**config.mk**
```make
export PLATFORM = sky130hd
export DESIGN_NAME = keypad_emulator
export DESIGN_NICKNAME = d
export VERILOG_FILES = /design/src/rtl/keypad_pkg.sv /design/src/rtl/keypad_code_to_pos.sv /design/src/rtl/keypad_emulator.sv
export SDC_FILE = /design/constraint.sdc
export NUM_CORES = 1
export LEC_CHECK = 0
export CORE_MARGIN = 8
export CORE_UTILIZATION = 60
export DETAILED_ROUTE_END_ITERATION = 8
export PLACE_DENSITY = 0.8
export SYNTH_ARGS = -nofsm -noshare
export SYNTH_HDL_FRONTEND = slang
export SYNTH_SLANG_ARGS = --single-unit
```
**constraint.sdc**
```tcl
create_clock -name clk -period 2.5 [get_ports clk]
set_input_delay 0.5 -clock clk [delete_from_list [all_inputs] [get_ports clk]]
set_output_delay 0.5 -clock clk [all_outputs]
set_load 0.03 [all_outputs]
```
**src/rtl/keypad_pkg.sv**
```systemverilog
// Shared key codes, FSM state encodings and the physical 4x4 keypad layout.
package keypad_pkg;

    localparam logic [3:0] KEY_0    = 4'd0;
    localparam logic [3:0] KEY_1    = 4'd1;
    localparam logic [3:0] KEY_2    = 4'd2;
    localparam logic [3:0] KEY_3    = 4'd3;
    localparam logic [3:0] KEY_4    = 4'd4;
    localparam logic [3:0] KEY_5    = 4'd5;
    localparam logic [3:0] KEY_6    = 4'd6;
    localparam logic [3:0] KEY_7    = 4'd7;
    localparam logic [3:0] KEY_8    = 4'd8;
    localparam logic [3:0] KEY_9    = 4'd9;
    localparam logic [3:0] KEY_A    = 4'd10;
    localparam logic [3:0] KEY_B    = 4'd11;
    localparam logic [3:0] KEY_C    = 4'd12;
    localparam logic [3:0] KEY_D    = 4'd13;
    localparam logic [3:0] KEY_HASH = 4'd14;
    localparam logic [3:0] KEY_STAR = 4'd15;

    localparam logic [2:0] ST_IDLE       = 3'd0;
    localparam logic [2:0] ST_BOUNCE_IN  = 3'd1;
    localparam logic [2:0] ST_HOLD       = 3'd2;
    localparam logic [2:0] ST_BOUNCE_OUT = 3'd3;
    localparam logic [2:0] ST_GAP        = 3'd4;

    // Indexed [row][col], columns left to right.
    localparam logic [3:0] KEY_LAYOUT [4][4] = '{
        '{KEY_1,    KEY_2, KEY_3,    KEY_A},
        '{KEY_4,    KEY_5, KEY_6,    KEY_B},
        '{KEY_7,    KEY_8, KEY_9,    KEY_C},
        '{KEY_STAR, KEY_0, KEY_HASH, KEY_D}
    };

    function automatic int max_of(input int a, input int b);
        return (a > b) ? a : b;
    endfunction

endpackage

```
**src/rtl/keypad_code_to_pos.sv**
```systemverilog
// Combinational lookup of a key code to its (row, col) position on the keypad.
module keypad_code_to_pos
    import keypad_pkg::*;
(
    input  logic [3:0] code,
    output logic [1:0] row,
    output logic [1:0] col
);

    always_comb begin
        row = 2'd0;
        col = 2'd0;
        for (int r = 0; r < 4; r++) begin
            for (int c = 0; c < 4; c++) begin
                if (KEY_LAYOUT[r][c] == code) begin
                    row = 2'(r);
                    col = 2'(c);
                end
            end
        end
    end

endmodule

```
**src/rtl/keypad_emulator.sv**
```systemverilog
// Emulates a matrix keypad press (with optional contact bounce) against an
// external column scanner, one key per request.
//
// state         | meaning
// ST_IDLE       | waiting for key_valid
// ST_BOUNCE_IN  | press bounce, pressed toggles every BOUNCE_PERIOD
// ST_HOLD       | key held down for HOLD_CYCLES
// ST_BOUNCE_OUT | release bounce, starts released
// ST_GAP        | key released for GAP_CYCLES, then done
module keypad_emulator
    import keypad_pkg::*;
#(
    parameter int HOLD_CYCLES    = 1000000,
    parameter int GAP_CYCLES     = 1000000,
    parameter int BOUNCE_TOGGLES = 4,
    parameter int BOUNCE_PERIOD  = 5000
) (
    input  logic       clk,
    input  logic       rst,
    input  logic [3:0] key_code,
    input  logic       key_valid,
    output logic       key_ready,
    input  logic [3:0] COLUMN,
    output logic [3:0] LINE,
    output logic       busy,
    output logic       done
);

    localparam int MAX_LEN = max_of(max_of(HOLD_CYCLES, GAP_CYCLES),
                                    max_of(BOUNCE_PERIOD, 2 * BOUNCE_TOGGLES));
    localparam int CW = $clog2(MAX_LEN + 1);

    localparam logic [CW-1:0] HOLD_LOAD   = CW'((HOLD_CYCLES > 0) ? HOLD_CYCLES - 1 : 0);
    localparam logic [CW-1:0] GAP_LOAD    = CW'((GAP_CYCLES > 0) ? GAP_CYCLES - 1 : 0);
    localparam logic [CW-1:0] PERIOD_LOAD = CW'((BOUNCE_PERIOD > 0) ? BOUNCE_PERIOD - 1 : 0);
    localparam logic [CW-1:0] TOG_LOAD    = CW'((BOUNCE_TOGGLES > 0) ? 2 * BOUNCE_TOGGLES - 1 : 0);

    logic [2:0]    state;
    logic          pressed;
    logic [CW-1:0] cnt;
    logic [CW-1:0] tog;
    logic [1:0]    row;
    logic [1:0]    col;
    logic [1:0]    dec_row;
    logic [1:0]    dec_col;
    logic [3:0]    line_next;

    keypad_code_to_pos u_code_to_pos (
        .code (key_code),
        .row  (dec_row),
        .col  (dec_col)
    );

    assign key_ready = (state == ST_IDLE) && !rst;
    assign busy      = (state != ST_IDLE);

    always_ff @(posedge clk) begin
        if (rst) begin
            state   <= ST_IDLE;
            pressed <= 1'b0;
            done    <= 1'b0;
            cnt     <= '0;
            tog     <= '0;
            row     <= 2'd0;
            col     <= 2'd0;
        end else begin
            done <= 1'b0;
            case (state)
                ST_IDLE: begin
                    if (key_valid && key_ready) begin
                        row     <= dec_row;
                        col     <= dec_col;
                        pressed <= 1'b1;
                        if (BOUNCE_TOGGLES > 0) begin
                            state <= ST_BOUNCE_IN;
                            cnt   <= PERIOD_LOAD;
                            tog   <= TOG_LOAD;
                        end else begin
                            state <= ST_HOLD;
                            cnt   <= HOLD_LOAD;
                        end
                    end
                end
                ST_BOUNCE_IN, ST_BOUNCE_OUT: begin
                    if (cnt != '0) begin
                        cnt <= cnt - CW'(1);
                    end else if (tog != '0) begin
                        tog     <= tog - CW'(1);
                        pressed <= ~pressed;
                        cnt     <= PERIOD_LOAD;
                    end else if (state == ST_BOUNCE_IN) begin
                        state   <= ST_HOLD;
                        pressed <= 1'b1;
                        cnt     <= HOLD_LOAD;
                    end else begin
                        state   <= ST_GAP;
                        pressed <= 1'b0;
                        cnt     <= GAP_LOAD;
                    end
                end
                ST_HOLD: begin
                    if (cnt != '0) begin
                        cnt <= cnt - CW'(1);
                    end else if (BOUNCE_TOGGLES > 0) begin
                        state   <= ST_BOUNCE_OUT;
                        pressed <= 1'b0;
                        cnt     <= PERIOD_LOAD;
                        tog     <= TOG_LOAD;
                    end else begin
                        state   <= ST_GAP;
                        pressed <= 1'b0;
                        cnt     <= GAP_LOAD;
                    end
                end
                ST_GAP: begin
                    if (cnt != '0) begin
                        cnt <= cnt - CW'(1);
                    end else begin
                        state <= ST_IDLE;
                        done  <= 1'b1;
                    end
                end
                default: begin
                    state   <= ST_IDLE;
                    pressed <= 1'b0;
                end
            endcase
        end
    end

    // Only the selected row can be pulled low, and only by the selected column.
    always_comb begin
        line_next      = 4'b1111;
        line_next[row] = ~(pressed & ~COLUMN[col]);
    end

    always_ff @(posedge clk) begin
        if (rst) begin
            LINE <= 4'b1111;
        end else begin
            LINE <= line_next;
        end
    end

endmodule
```
==> Word-level counts from Yosys, hierarchy flattened <==
Index checks and enable logic that the tools add are counted.
{ "classes": {"add_sub_neg": 2, "magnitude_cmp": 3, "eq_ne": 25, "mux": 56, "bitwise": 7, "reduce_logical": 18} }
{ "op_table": {"columns": ["op", "count"], "rows": [
  ["2-to-1 mux 20 bit", 9],
  ["case mux 20 bit (4 select lines)", 1],
  ["case mux 20 bit (3 select lines)", 1],
  ["2-to-1 mux 2 bit", 22],
  ["nonzero test 20 bit", 2],
  ["subtractor 20 x 1 -> 20 bit, second input constant", 2],
  ["equality test 4 bit, first input constant", 8],
  ["2-to-1 mux 3 bit", 6],
  ["equality test 3 x 4 -> 1 bit, first input constant", 4],
  ["2-to-1 mux 1 bit", 13],
  ["inequality test 2 bit, second input constant", 6],
  ["case mux 3 bit (4 select lines)", 1],
  ["AND reduction 5 bit", 2],
  ["equality test 2 x 4 -> 1 bit, first input constant", 2],
  ["equality test 3 x 2 -> 1 bit, second input constant", 2],
  ["less-than comparator 2 x 3 -> 1 bit, second input constant", 2],
  ["nonzero test 3 bit", 2],
  ["logical NOT 4 bit", 1],
  ["NOT 1 bit", 4],
  ["NOT 4 bit", 1],
  ["bitwise OR 4 bit", 1],
  ["case mux 1 bit (4 select lines)", 1],
  ["AND reduction 4 bit", 1],
  ["nonzero test 4 bit", 1],
  ["other kinds (13)", 16]
]} }
{ "word_totals": {"reg_bits": 53, "input_bits": 11, "out_inout_bits": 7, "wordCells": 119} }

==> Logic depth before layout (Yosys ltp) <==
{ "logic_depth": {"word_depth": 16, "depth_mapped": 9, "depth_no_buf": 7} }

==> Hierarchy <==
From an unflattened synthesis, not the netlist that was laid out.
{ "hier_totals": {"cells_unflattened": 374, "area_unflattened_um2": 2989.1} }
{ "by_module_without_submodules": {"columns": ["mod", "instances", "cells_each", "area_per_inst_um2", "seq_area_each_um2"], "rows": [
  ["keypad_emulator", 1, 360, 2901.5, 1061.0],
  ["keypad_code_to_pos", 1, 14, 87.6, 0.0]
]} }

==> Worst setup path before layout <==
OpenSTA, ideal clock, no wires.
{ "synth_path": {"kind": "reg2reg", "from": "reg tog[0]", "to": "reg cnt[14]", "arrival_time_ns": 2.146, "setup_slack_ns": 0.283, "path_stages_with_launch": 9, "cell_sequence": "dfxtp_1 > inv_1 > ha_1 > or4b_1 > buf_2 > or4_4 > buf_6 > a211oi_2 > a2bb2oi_1"} }
{ "synth_between": {"elab_chain_cells": 4} }
{ "synth_lines": {"columns": ["element", "line", "text"], "rows": [
  ["start, declared", "keypad_emulator.sv:41", "logic [CW-1:0] tog;"],
  ["start signal, assigned", "keypad_emulator.sv:88", "tog <= tog - CW'(1);"],
  ["nonzero test 20 bit", "keypad_emulator.sv:87", "end else if (tog != '0) begin"],
  ["2-to-1 mux 20 bit", "keypad_emulator.sv:87", null],
  ["2-to-1 mux 20 bit", "keypad_emulator.sv:85", "if (cnt != '0) begin"],
  ["case mux 20 bit (4 select lines)", "keypad_emulator.sv:68", "case (state)"],
  ["end signal, assigned", "keypad_emulator.sv:86", "cnt <= cnt - CW'(1);"],
  ["end signal, assigned", "keypad_emulator.sv:103", "cnt <= cnt - CW'(1);"],
  ["end signal, assigned", "keypad_emulator.sv:117", "cnt <= cnt - CW'(1);"],
  ["end, declared", "keypad_emulator.sv:40", "logic [CW-1:0] cnt;"]
]} }
No other way between the ends.
A chain may end at the register's enable or synchronous reset.

==> Worst setup path in the final report <==
{ "layout_path": {"from": "reg cnt[14]", "to": "reg cnt[19]"} }
{ "layout_between": {"elab_chain_cells": 3, "word_cells_on_any_way": 8, "classes_between": "add/sub (1); eq/ne (1); mux (4); reduce/logical (2)"} }
{ "layout_lines": {"columns": ["element", "line", "text"], "rows": [
  ["subtractor 20 x 1 -> 20 bit / nonzero test 20 bit (equally long branches)", null, null],
  ["2-to-1 mux 20 bit (tied with other cells)", "keypad_emulator.sv:116", "if (cnt != '0) begin"],
  ["case mux 20 bit (4 select lines) / AND reduction 3 bit (equally long branches)", null, null]
]} }
Several ways; a longest one is shown, not always the timed one. The select of a mux whose other input is x is not followed.

==> impl_metrics.json <==
{
  "status": "completed",
  "crit_path_max_fanout": 7,
  "ir_drop_v": 0.000721,
  "synthArstFlopShare": 0,
  "clockBufferDepth": 2,
  "cts_buffers": 5,
  "post-route-util": 0.706,
  "rsz0062_at_grt": "no",
  "yosysTopAreaCellShare": 0.339,
  "worstSetupStartpointType": "flip-flop",
  "synth.distinct_cells": 72,
  "period_minus_slack_ps": 2430,
  "hpwl_microns": 6140,
  "grt_pass1_vias": 3065,
  "fmax_ghz": 0.411,
  "seq_area_frac_synth": 0.339,
  "fill_cells": 429,
  "start_util": 0.616,
  "p_per_area_nw_per_um2": 1280,
  "p_comb_frac": 0.632,
  "coreArea_sq_um": 5070,
  "maxSlewHeadroom": 0.628,
  "clk_pin_slew_ps": 90,
  "drc": 0,
  "antenna_found_initial": 0,
  "tns_ps": 0,
  "htreeDepth": 2,
  "syn_nets": 395,
  "gp_congestion": 0.977,
  "insertion_delay_ps": 310,
  "drv_slew": 0,
  "grt.total_usage": 0.223,
  "die_w_microns": 88.2,
  "cts_tree": "done",
  "overflow": 0,
  "worst_slew_pin_slew_ps": 550,
  "rows": 26,
  "maxCapViolations": 0,
  "clkPwrFrac": 0.106,
  "worstSetupEndpointType": "flip-flop",
  "vias_per_cell": 6.91,
  "drtPass1Iterations": 5,
  "netlist_area_sq_um": 3130,
  "syn_area_per_cell_sq_um": 8.18,
  "wl_microns": 8720,
  "ff2ff_path_depth": 5,
  "grt_pass1_wl_microns": 14100,
  "netlist_instances": 382,
  "antenna_cells": 0,
  "cts_sinks": 53,
  "setup_viol": 0,
  "min_path_type": "flip-flop to flip-flop",
  "power_switching_mw": 2.22,
  "skew_ps": 8.75,
  "area_growth_pct": 14.6,
  "switching_share": 0.484,
  "ant_nets": 0,
  "route.vias.total": 3317,
  "ios": 18,
  "synth_ff_type": "dfxtp_1",
  "p_int_mw": 2.37,
  "wl_per_cell_microns": 18.2,
  "ys_seq_elements": 53,
  "holdBufCountCts": 0,
  "portBuffers": 17,
  "crit_required_ps": 2710,
  "synth-edff-count": 0,
  "yosysWarnings": 0,
  "synth_top_area_cell": "dfxtp_1",
  "dieArea_sq_um": 7770,
  "p_leak_nw": 1.30,
  "synth.area.top_cells": "dfxtp_1, a21oi_1, nor2_1",
  "drive_above_1_share": 0.146,
  "period_share": 0.974,
  "grt_max_degree": 26,
  "min_path_cells": 1,
  "die_height_microns": 88.2,
  "layout.nets": 423,
  "drt_iter0_drc": 320,
  "cts_root_buf": "clkbuf_8",
  "cp.arrival_ps": 2640,
  "critical_path_class": "flip-flop to flip-flop",
  "hold_violations": 0,
  "seqPwrFrac": 0.261
}
[per-stage QoR]
stage	worst slack, ps	total power [mW]	cells	cell area [sq um]	hold slack [ps]
6_report	65.2	4.60	480	3580	421
3_5_place_dp	102	4.00	473	3490	404
3_3_place_gp	118	3.93	473	3490	403
4_1_cts	2.66	4.51	480	3570	426
2_1_floorplan	283	3.16	382	3130	387
5_1_grt	8.11	4.89	480	3580	457
[flip-flops by register name (all words and copies together) (netlist names)]
name     flops
LINE         4
cnt         20
col          2
row          2
tog         20
pressed      1
state        3
done         1
[path summary, 6_finish.rpt]
| check | end | from | slack (ps) |
|---|---|---|---|
| max | cnt[19]$_SDFFE_PP0P_ | cnt[14]$_SDFFE_PP0P_ | 70 |
| min | LINE[2]$_SDFF_PP1_ | row[1]$_SDFFE_PP0P_ | 420 |
| max reg2reg | cnt[19]$_SDFFE_PP0P_ | cnt[14]$_SDFFE_PP0P_ | 70 |
| min reg2reg | LINE[2]$_SDFF_PP1_ | row[1]$_SDFFE_PP0P_ | 420 |
[area by class of cell]
cell class              instances  area [sq um]  area share
clock buffers                   7          86.3      0.0241
inverters                      12          45.0      0.0126
repair buffers                 46           388       0.108
multi-input cells             292          1910       0.534
flip-flops and latches         53          1060       0.296
well taps                      70          87.6      0.0244
[power groups by stage]
stage | clock [mW] | sequential [mW] | combinational (mW)
6_report | 0.489 | 1.20 | 2.91
5_1_grt | 0.523 | 1.22 | 3.14
4_1_cts | 0.498 | 1.19 | 2.82
3_5_place_dp | 0 | 1.21 | 2.79
3_3_place_gp | 0 | 1.20 | 2.73
2_1_floorplan | 0 | 1.17 | 1.99
[cell usage in the layout (no fill, tap or decap), types with 3 or more instances in the layout]
cell | Yosys | routed
dfxtp_1 | 53 | 53
nor2_1 | 30 | 30
a21oi_1 | 30 | 30
buf_4 | 0 | 29
nand2_1 | 23 | 23
o21ai_0 | 22 | 22
nand3_1 | 17 | 17
clkdlybuf4s50_1 | 0 | 17
nor3_1 | 17 | 16
inv_1 | 11 | 11
o211ai_1 | 11 | 11
or3_1 | 8 | 8
a211oi_1 | 8 | 8
or4_1 | 7 | 7
nor4_1 | 6 | 6
nand4_1 | 6 | 6
o21a_1 | 6 | 6
o311ai_0 | 6 | 6
clkbuf_8 | 0 | 6
o31ai_1 | 5 | 5
a211o_1 | 5 | 5
a31oi_1 | 5 | 5
nor2b_1 | 4 | 4
and3_1 | 5 | 4
a311oi_1 | 4 | 4
or4_4 | 3 | 3
nand2b_1 | 3 | 3
o22ai_1 | 3 | 3
nand3b_1 | 3 | 3
mux2i_1 | 3 | 3
xor2_1 | 3 | 3
[timing repair]
action | in CTS | in global routing
setup buffers | 0 | 0
endpoints found under the setup margin | 0 | 3
hold endpoints to repair | 0 | 0
gates resized for setup | 0 | 3
[critical path, stage by stage (launching register included)]
cell	delay, ps
dfxtp_1	350
or3_1	490
or4_4	560
o311ai_0	450
o41ai_1	180
a211o_1	310
[synthesized netlist by cell type (all sizes together), types with 2 or more instances]
library cell / number
a211o: 5
a211oi: 10
a21oi: 30
a221oi: 2
a311oi: 5
a31o: 3
a31oi: 5
a41oi: 3
and3: 5
buf: 9
clkbuf: 16
dfxtp: 53
ha: 2
inv: 11
mux2i: 3
nand2: 23
nand2b: 3
nand3: 17
nand3b: 3
nand4: 6
nor2: 30
nor2b: 4
nor3: 17
nor3b: 2
nor4: 9
nor4b: 2
o211ai: 12
o21a: 6
o21ai: 25
o22a: 2
o22ai: 3
o311ai: 8
o31ai: 5
o41ai: 2
or3: 9
or4: 10
xor2: 3
[kinds of logic after synthesis]
group | share of synthesized area
xor+xnor | 0.0112
simple gates | 0.257
flops | 0.339
compound gates | 0.317
buf+inv | 0.0512
fa+ha+maj | 0.00801
mux | 0.0168
[metal layers]
layer | global-route usage | wire length (microns) | vias to the layer above
met5 | 0 | 0 | -
met4 | 0.0998 | 255 | 0
met3 | 0.0413 | 660 | 34
met2 | 0.377 | 4160 | 171
met1 | 0.267 | 3640 | 1565
li1 | - | - | 1547
No activity file was read; power rests on OpenSTA's default activity.
